<file path="src/rtl/serial_uart_rx_deserializer_if.sv">
// Receive-word handshake bundle between the UART RX deserializer and its consumer.
// The deserializer drives through master; the consumer acknowledges through slave.
interface serial_uart_rx_deserializer_if #(
    parameter int DATA_BITS = 8
);
    logic [DATA_BITS-1:0] RX_DATA;
    logic                 RX_DATA_VALID;
    logic                 RX_DATA_ACK;
    logic                 RX_FRAME_ERR;
    logic                 RX_OVERRUN;
    logic                 RX_BUSY;

    modport master (
        output RX_DATA, RX_DATA_VALID, RX_FRAME_ERR, RX_OVERRUN, RX_BUSY,
        input  RX_DATA_ACK
    );

    modport slave (
        input  RX_DATA, RX_DATA_VALID, RX_FRAME_ERR, RX_OVERRUN, RX_BUSY,
        output RX_DATA_ACK
    );
endinterface

</file>
<file path="src/rtl/serial_uart_rx_deserializer.sv">
// UART receiver: synchronizes RX, samples at x16 ticks with a 2-of-3 mid-bit vote,
// assembles an LSB-first frame and holds the word on a valid/ack handshake.
module serial_uart_rx_deserializer #(
    parameter int DATA_BITS   = 8,
    parameter int SYNC_STAGES = 2
) (
    input  logic CLK,
    input  logic RESET,
    input  logic BAUD_SAMPLE_TICK,
    input  logic UART_RX,
    serial_uart_rx_deserializer_if.master rx_if
);
    localparam int IDX_W = (DATA_BITS > 1) ? $clog2(DATA_BITS) : 1;

    typedef enum logic [2:0] {
        S_IDLE, S_START, S_DATA, S_STOP, S_BREAK
    } state_t;

    state_t               state_q, state_d;
    logic [SYNC_STAGES-1:0] sync_q;
    logic                 rx_s;
    logic [3:0]           cnt_q, cnt_d;
    logic [IDX_W-1:0]     idx_q, idx_d;
    logic                 s7_q, s7_d, s8_q, s8_d;
    logic [DATA_BITS-1:0] shift_q, shift_d, data_q, data_d;
    logic                 valid_q, valid_d, ferr_q, ferr_d, ovr_q, ovr_d;
    logic                 vote, last_bit;
    logic                 busy, shift_en, deliver, frame_err, idx_clr, idx_inc;

    always_ff @(posedge CLK or posedge RESET) begin
        if (RESET) sync_q <= '1;
        else       sync_q <= {sync_q[SYNC_STAGES-2:0], UART_RX};
    end

    assign rx_s     = sync_q[SYNC_STAGES-1];
    // Third vote sample is the live rx_s on the cnt=9 tick itself.
    assign vote     = (s7_q & s8_q) | (s7_q & rx_s) | (s8_q & rx_s);
    assign last_bit = (idx_q == IDX_W'(DATA_BITS - 1));

    always_ff @(posedge CLK or posedge RESET) begin
        if (RESET) state_q <= S_IDLE;
        else       state_q <= state_d;
    end

    always_comb begin
        state_d = state_q;
        if (BAUD_SAMPLE_TICK) begin
            unique case (state_q)
                S_IDLE:  if (!rx_s) state_d = S_START;
                S_START: begin
                    if (cnt_q == 4'd9 && vote) state_d = S_IDLE;
                    else if (cnt_q == 4'd15)   state_d = S_DATA;
                end
                S_DATA:  if (cnt_q == 4'd15 && last_bit) state_d = S_STOP;
                S_STOP:  if (cnt_q == 4'd9) state_d = vote ? S_IDLE : S_BREAK;
                S_BREAK: if (rx_s) state_d = S_IDLE;
                default: state_d = S_IDLE;
            endcase
        end
    end

    always_comb begin
        busy      = (state_q != S_IDLE);
        shift_en  = BAUD_SAMPLE_TICK && (state_q == S_DATA) && (cnt_q == 4'd9);
        deliver   = BAUD_SAMPLE_TICK && (state_q == S_STOP) && (cnt_q == 4'd9) && vote;
        frame_err = BAUD_SAMPLE_TICK && (state_q == S_STOP) && (cnt_q == 4'd9) && !vote;
        idx_clr   = BAUD_SAMPLE_TICK && (state_q == S_START) && (cnt_q == 4'd15);
        idx_inc   = BAUD_SAMPLE_TICK && (state_q == S_DATA) && (cnt_q == 4'd15) && !last_bit;
    end

    always_comb begin
        cnt_d   = cnt_q;
        s7_d    = s7_q;
        s8_d    = s8_q;
        idx_d   = idx_q;
        shift_d = shift_q;
        data_d  = data_q;
        valid_d = valid_q;
        ferr_d  = frame_err;
        ovr_d   = 1'b0;
        // Holding cnt at 0 in IDLE makes the start-edge tick the cnt=0 reference.
        if (BAUD_SAMPLE_TICK) begin
            cnt_d = (state_q == S_IDLE) ? 4'd0 : cnt_q + 4'd1;
            if (cnt_q == 4'd7) s7_d = rx_s;
            if (cnt_q == 4'd8) s8_d = rx_s;
        end
        if (idx_clr)       idx_d = '0;
        else if (idx_inc)  idx_d = idx_q + IDX_W'(1);
        if (shift_en) shift_d = {vote, shift_q[DATA_BITS-1:1]};
        if (deliver) begin
            if (!valid_q || rx_if.RX_DATA_ACK) begin
                data_d  = shift_q;
                valid_d = 1'b1;
            end else begin
                ovr_d = 1'b1;
            end
        end else if (valid_q && rx_if.RX_DATA_ACK) begin
            valid_d = 1'b0;
        end
    end

    always_ff @(posedge CLK or posedge RESET) begin
        if (RESET) begin
            cnt_q   <= '0;
            s7_q    <= 1'b1;
            s8_q    <= 1'b1;
            idx_q   <= '0;
            shift_q <= '0;
            data_q  <= '0;
            valid_q <= 1'b0;
            ferr_q  <= 1'b0;
            ovr_q   <= 1'b0;
        end else begin
            cnt_q   <= cnt_d;
            s7_q    <= s7_d;
            s8_q    <= s8_d;
            idx_q   <= idx_d;
            shift_q <= shift_d;
            data_q  <= data_d;
            valid_q <= valid_d;
            ferr_q  <= ferr_d;
            ovr_q   <= ovr_d;
        end
    end

    assign rx_if.RX_DATA       = data_q;
    assign rx_if.RX_DATA_VALID = valid_q;
    assign rx_if.RX_FRAME_ERR  = ferr_q;
    assign rx_if.RX_OVERRUN    = ovr_q;
    assign rx_if.RX_BUSY       = busy;
endmodule

</file>
<file path="src/flat_wrapper.sv">
// flat-port wrapper written by rule: the top's interface ports become plain ports
module serial_uart_rx_deserializer_flat 
#(
    parameter int DATA_BITS   = 8,
    parameter int SYNC_STAGES = 2
)
  (CLK, RESET, BAUD_SAMPLE_TICK, UART_RX, rx_if_RX_DATA, rx_if_RX_DATA_VALID, rx_if_RX_FRAME_ERR, rx_if_RX_OVERRUN, rx_if_RX_BUSY, rx_if_RX_DATA_ACK);
  serial_uart_rx_deserializer_if #(.DATA_BITS(DATA_BITS)) rx_if_i ();
  input  logic CLK;
  input  logic RESET;
  input  logic BAUD_SAMPLE_TICK;
  input  logic UART_RX;
  output wire logic [$bits(rx_if_i.RX_DATA)-1:0] rx_if_RX_DATA;
  output wire logic [$bits(rx_if_i.RX_DATA_VALID)-1:0] rx_if_RX_DATA_VALID;
  output wire logic [$bits(rx_if_i.RX_FRAME_ERR)-1:0] rx_if_RX_FRAME_ERR;
  output wire logic [$bits(rx_if_i.RX_OVERRUN)-1:0] rx_if_RX_OVERRUN;
  output wire logic [$bits(rx_if_i.RX_BUSY)-1:0] rx_if_RX_BUSY;
  input wire logic [$bits(rx_if_i.RX_DATA_ACK)-1:0] rx_if_RX_DATA_ACK;
  assign rx_if_RX_DATA = rx_if_i.RX_DATA;
  assign rx_if_RX_DATA_VALID = rx_if_i.RX_DATA_VALID;
  assign rx_if_RX_FRAME_ERR = rx_if_i.RX_FRAME_ERR;
  assign rx_if_RX_OVERRUN = rx_if_i.RX_OVERRUN;
  assign rx_if_RX_BUSY = rx_if_i.RX_BUSY;
  assign rx_if_i.RX_DATA_ACK = rx_if_RX_DATA_ACK;
  serial_uart_rx_deserializer #(.DATA_BITS(DATA_BITS), .SYNC_STAGES(SYNC_STAGES)) u_core (.CLK(CLK), .RESET(RESET), .BAUD_SAMPLE_TICK(BAUD_SAMPLE_TICK), .UART_RX(UART_RX), .rx_if(rx_if_i));
endmodule
</file>
<file path="config.mk">
export PLATFORM = sky130hd
export DESIGN_NAME = serial_uart_rx_deserializer_flat
export DESIGN_NICKNAME = d
export VERILOG_FILES = /design/src/rtl/serial_uart_rx_deserializer_if.sv /design/src/rtl/serial_uart_rx_deserializer.sv /design/src/flat_wrapper.sv
export SDC_FILE = /design/constraint.sdc
export NUM_CORES = 1
export LEC_CHECK = 0
export CORE_ASPECT_RATIO = 1.2
export CORE_MARGIN = 2
export CORE_UTILIZATION = 49
export CTS_CLUSTER_SIZE = 10
export DETAILED_ROUTE_END_ITERATION = 8
export PLACE_DENSITY = 0.74
export RECOVER_POWER = 25
export SLEW_MARGIN = 10
export SYNTH_ARGS = -nofsm -noshare
export SYNTH_HDL_FRONTEND = slang
export SYNTH_SLANG_ARGS = --single-unit
export TNS_END_PERCENT = 10
</file>
<file path="constraint.sdc">
create_clock -name CLK -period 1.7 [get_ports CLK]
set_input_delay 0.51 -clock CLK [delete_from_list [all_inputs] [get_ports CLK]]
set_output_delay 0.51 -clock CLK [all_outputs]
set_load 0.005 [all_outputs]
</file>
# [Yosys cells after proc, flatten, opt, wreduce, memory -nomap -nowiden]
# Cells that the tools add are included.
[op_classes] n_reduce_logical=26 n_addsub=2 bitwise=5 mux=16 eq_ne=15
[ops] op="$mux 3" count=9
[ops] op="$pmux 3 s5" count=1
[ops] op="$logic_and 1x1->1" count=13
[ops] op="$eq 4x4->1 const B" count=3
[ops] op="$reduce_and 2->1" count=4
[ops] op="$eq 3x2->1 const B" count=2
[ops] op="$eq 3x3->1 const B" count=2
[ops] op="$ne 2x1->1 const B" count=3
[ops] op="$reduce_and 6->1" count=1
[ops] op="$mux 1" count=5
[ops] op="$add 4x1->4 const B" count=1
[ops] op="$eq 4x3->1 const B" count=1
[ops] op="$mux 4" count=1
[ops] op="$ne 2x2->1 const B" count=2
[ops] op="$reduce_bool 2->1" count=2
[ops] op="$add 3x1->3 const B" count=1
[ops] op="$and 1x1->1" count=3
[ops] op="$eq 3x1->1 const B" count=1
[ops] op="$logic_not 1->1" count=3
[ops] op="$logic_not 3->1" count=1
[ops] op="$ne 3x1->1 const B" count=1
[ops] op="$reduce_bool 3->1" count=1
[ops] op="$or 1x1->1" count=2
[ops] op="$logic_or 1x1->1" count=1
[totals] output_inout_bits=12 inputBits=5 register_bits=33 elab_cells=75

# [Depth between registers and ports, before layout]
[depth] word_depth=6 mapped_depth=7 mapped_depth_nobuf=6

# [Worst setup path before layout]
# No wires, ideal clock.
[synth_path] path_kind="flip-flop to flip-flop" start="reg u_core.cnt_q[1]" end="reg u_core.state_q[0]" setup_time_ns=0.125 synth_period_minus_slack_ns=1.851 path_buffers=1 stages_incl_launch_ff=8 required_time_ns=1.575 slack_ns=-0.151 arrival_ns=1.726 cell_sequence="dfrtp_1 > inv_1 > ha_1 > and3b_1 > buf_6 > o21ai_2 > or4_4 > mux2_4"
[synth_between] elab_chain_cells=4
[synth_lines] item="start, declared" line="serial_uart_rx_deserializer.sv:22" rtl="logic [3:0] cnt_q, cnt_d;"
[synth_lines] item="start signal, assigned" line="serial_uart_rx_deserializer.sv:114" rtl="cnt_q <= cnt_d;"
[synth_lines] item="$eq 4x4->1 (on tied branches)"
[synth_lines] item="$logic_and 1x1->1 (on tied branches)" line="serial_uart_rx_deserializer.sv:51, serial_uart_rx_deserializer.sv:54"
[synth_lines] item="$ne 3x1->1 (no source line) (tied with other cells)"
[synth_lines] item="$reduce_and 6->1 (no source line) / $pmux 3 s5 (equally long branches)"
[synth_lines] item="end signal, assigned" line="serial_uart_rx_deserializer.sv:42" rtl="else state_q <= state_d;"
[synth_lines] item="end, declared" line="serial_uart_rx_deserializer.sv:19" rtl="state_t state_q, state_d;"
# Several ways; a longest one is shown, not always the timed one.
# A chain may end at the register's enable or synchronous reset.

# [Worst setup path after layout]
[layout_path] start="reg u_core.state_q[2]" end="reg u_core.state_q[2]"
[layout_between] elab_chain_cells=3
[layout_lines] item="$eq 3x1->1 (tied with other cells)" line="serial_uart_rx_deserializer.sv:48" rtl="unique case (state_q)"
[layout_lines] item="$ne 3x1->1 (no source line) (tied with other cells)"
[layout_lines] item="$reduce_and 6->1 (no source line)"
# Several ways; a longest one is shown, not always the timed one.

==> results by group <==
STA
  – Min setup slack post-route: -0.186 ns
  – Crit share post-route: 1.11
  – Final hold viol count: 0
  – Setup violators final: 23
  – Unrepaired setup endpoints after global routing: yes
  – Least-Margin Pin Slew: a little under 0.8 ns
  – Max Freq: 530 MHz
  – Period minus WS final: around 1.9 ns
  – Max Transition Viols Final: 0
  – Final Skew: approximately 0.0034 ns
  – Setup_tns: -2.32 ns
  – Hold Slack: between 0.3 and 0.4 ns
  – Slew headroom: 0.484

Global routing
  – Total track usage: 0.203
  – Number of global-route vias before repair: 1,186
  – Antenna violations before repair: 0
  – GR Util met1: 0.226
  – Met3 usage: 0.0622
  – Pin count of the biggest net entering global routing: 34
  – GRT overflow: 0
  – Gr busiest metal: met2
  – First-pass GRT wire length: 5.13 mm
  – Met2 global-route usage: 0.348

Placement
  – DPL Wire Length: 2.14 mm
  – Port bufs: 16
  – Area after DPL: roughly 0.0019 mm²
  – Placer congestion estimate: between 0.8 and 0.9

Hold path
  – Hold Crit Class: reg2reg
  – Hold_sp: u_core.sync_q[0]

Logic synthesis
  – Biggest area consumer among synthesized cells: dfrtp_1
  – Mapped cell area: 0.00150 mm²
  – Area contributors post-synth: dfrtp_1 48%, mux2_2 14%, dfstp_2 7.0%, ha_1 4.2%, mux2_4 2.0%
  – Post-Syn Area per Cell: roughly 13 µm²
  – Post-synthesis cell type count: 35
  – Register area share after synthesis: 0.553
  – Yosys top cell area share: 0.483
  – Cells after Synth: around 120
  – Yosys Warn Count: 0
  – Synth Register Bits: 33
  – Syn Nets: between 100 and 150

Pwr
  – Power share of the sequential group: 0.466
  – PD cells: a little over 1000 mW/mm²
  – Sw power: roughly 0.00055 W
  – Clock network fraction of total power: 0.287
  – Pint: between 0.0015 and 0.002 W
  – Peak supply drop: 0.710 mV
  – Combinational share of power: 0.247
  – Static leakage: around 1.1 nW
  – Switching share of power: 0.260

Routing
  – Residual DRC: 0
  – Router iterations before antenna repair: 4
  – Post-DR wirelength/cell: around 15 µm
  – Via density: between 5 and 6
  – Via count: roughly 1,100
  – DRT antenna net count: 0
  – Initial DRC Count: 13
  – Total wire length: just under 3 mm

Critical path
  – Kind of end point of the critical path: flop
  – CP Launch Type: flop
  – Flop2flop setup slack: -0.19 ns
  – Worst path top cell family by delay: simple AND/OR/NAND/NOR gates
  – CP bufs+invs: 1
  – Reg2reg path depth: 5
  – Critical path launch point: u_core.state_q[2]
  – CP Capture Point: u_core.state_q[2]
  – R2R Path Start: u_core.state_q[2]
  – Arr. time, crit path: between 2 and 2.5 ns
  – Critical-path top delay cell: or4_4
  – WS Path Type: reg2reg
  – Worst path cell trace: buf_4 -> xnor2_1 -> nor3_1 -> or4_4 -> mux2_4
  – Instance count on the critical path: 5
  – CP peak stage delay: approximately 0.54 ns
  – Required time worst endpoint: ~1.9 ns
  – RR Endpoint: u_core.state_q[2]
  – CP max FO: 6

Clock network
  – Clk buf depth: 2
  – Clock Latency Late Sink: around 0.33 ns
  – TritonCTS Sinks: 33
  – Clk root buf: clkbuf_4
  – H-Tree Depth: 2
  – CTS clk-pin slew, worst paths: 0.10 ns
  – TritonCTS clock tree: done
  – Total CTS buffers: 5

Final layout
  – Final Cell Area: approximately 0.0021 mm²
  – Layout cells sized above 1: 0.488
  – Most common cell after layout, fill and taps aside: dfrtp_1
  – Antenna Cells: 0
  – Syn-to-layout area delta: 38.0%
  – Nets: between 150 and 200
  – Util after Layout: 0.691
  – Commonest cells after routing, fill and taps aside: 27 x dfrtp_1, 25 x buf_4, 19 x mux2_2

Flow run
  – Max_cap viols: 0

Floorplan
  – Initial Utilization: 0.501
  – Die Width: around 55 µm
  – Placement row count: 22
  – Die area: between 0.003 and 0.004 mm²
  – Io pins: 17
  – Die Y: ~65 µm
  – Core region area: between 0.003 and 0.004 mm²

Run status
  – Failing checks: setup timing
  – Status: finished, violations left
## state kept, by name, indices dropped and copies added (netlist names)
| name | flops |
|---|---|
| u_core.rx_if.RX_DATA | 8 |
| u_core.shift_q | 8 |
| u_core.cnt_q | 4 |
| u_core.idx_q | 3 |
| u_core.state_q | 3 |
| u_core.sync_q | 2 |
| u_core.rx_if.RX_DATA_VALID | 1 |
| u_core.rx_if.RX_FRAME_ERR | 1 |
| u_core.rx_if.RX_OVERRUN | 1 |
| u_core.s7_q | 1 |
| u_core.s8_q | 1 |
## timing repair
| item | 4_1_cts | 5_1_grt |
|---|---|---|
| buffers inserted | 7 | 2 |
| gates resized for setup | 29 | 4 |
| pin swaps | 6 | 0 |
| hold buffers | 0 | 0 |
| endpoints found under the setup margin | 25 | 25 |
## cells in the mapped netlist
master     instances
dfrtp_1           29
mux2_2            19
nand2_1            6
ha_1               5
inv_1              5
o21ai_0            5
dfstp_2            4
nand3_1            4
nor2_1             4
nor3_1             4
nand2b_1           3
a21oi_1            2
a22o_1             2
and3_2             2
buf_2              2
mux2_4             2
a2111oi_0          1
a21o_1             1
a32o_1             1
and3b_1            1
and3b_2            1
buf_6              1
clkbuf_1           1
maj3_2             1
nand3b_1           1
nand4_2            1
nand4b_1           1
nor2_4             1
nor2b_1            1
o2111ai_1          1
o21ai_2            1
or3b_1             1
or3b_2             1
or4_4              1
xnor2_1            1
## power by group through the flow
| stage | registers (W) | clock network, W | logic [W] |
|---|---|---|---|
| 2_1_floorplan | 0.000985 | 0 | 0.000251 |
| 3_3_place_gp | 0.000997 | 0 | 0.000424 |
| 3_5_place_dp | 0.00100 | 0 | 0.000449 |
| 4_1_cts | 0.000989 | 0.000621 | 0.000507 |
| 5_1_grt | 0.00101 | 0.000666 | 0.000582 |
| 6_report | 0.000991 | 0.000610 | 0.000525 |
## per-layer routing
metal / routed length (µm) / up-vias
met5: 0 / -
met4: 65 / 0
met3: 100 / 8
met2: 1610 / 19
met1: 1190 / 530
li1: - / 518
## logic make-up after synthesis
kind of cell / Yosys count / share of synthesized area
flops: 33 / 0.553
xor+xnor: 1 / 0.00583
simple gates: 33 / 0.137
buf+inv: 9 / 0.0291
fa+ha+maj: 6 / 0.0491
compound gates: 14 / 0.0641
mux: 21 / 0.162
## worst reg2reg max path, stage by stage (launching register included)
cell,delay [ns]
dfrtp_2,0.49
buf_4,0.18
xnor2_1,0.19
nor3_1,0.06
or4_4,0.54
mux2_4,0.32
## layout make-up
| cell class | instances | area, µm² |
|---|---|---|
| clock buffer | 7 | 55.1 |
| clock inverter | 1 | 30.0 |
| fill | 212 | 927 |
| inverter | 5 | 18.8 |
| multi-input combinational | 75 | 687 |
| sequential | 33 | 833 |
| tap | 36 | 45.0 |
| timing repair buffer | 47 | 404 |
## stage by stage
stage / setup slack, ns / cells / power, W
final: -0.186 / 204 / 0.00213
after global routing: -0.258 / 204 / 0.00226
after CTS: -0.164 / 202 / 0.00212
after detailed placement: -0.438 / 187 / 0.00145
after global placement: -0.379 / 187 / 0.00142
after floorplan: -0.137 / 117 / 0.00124
## worst min path at each step
stage,cells after the start,slack [ns],endpoint
2_1_floorplan,0,0.35,u_core.sync_q[1]
3_3_place_gp,0,0.35,u_core.sync_q[1]
3_5_place_dp,0,0.35,u_core.sync_q[1]
4_1_cts,0,0.36,u_core.sync_q[1]
5_1_grt,0,0.37,u_core.sync_q[1]
6_report,0,0.36,u_core.sync_q[1]
No activity file was read; power rests on OpenSTA's default activity.
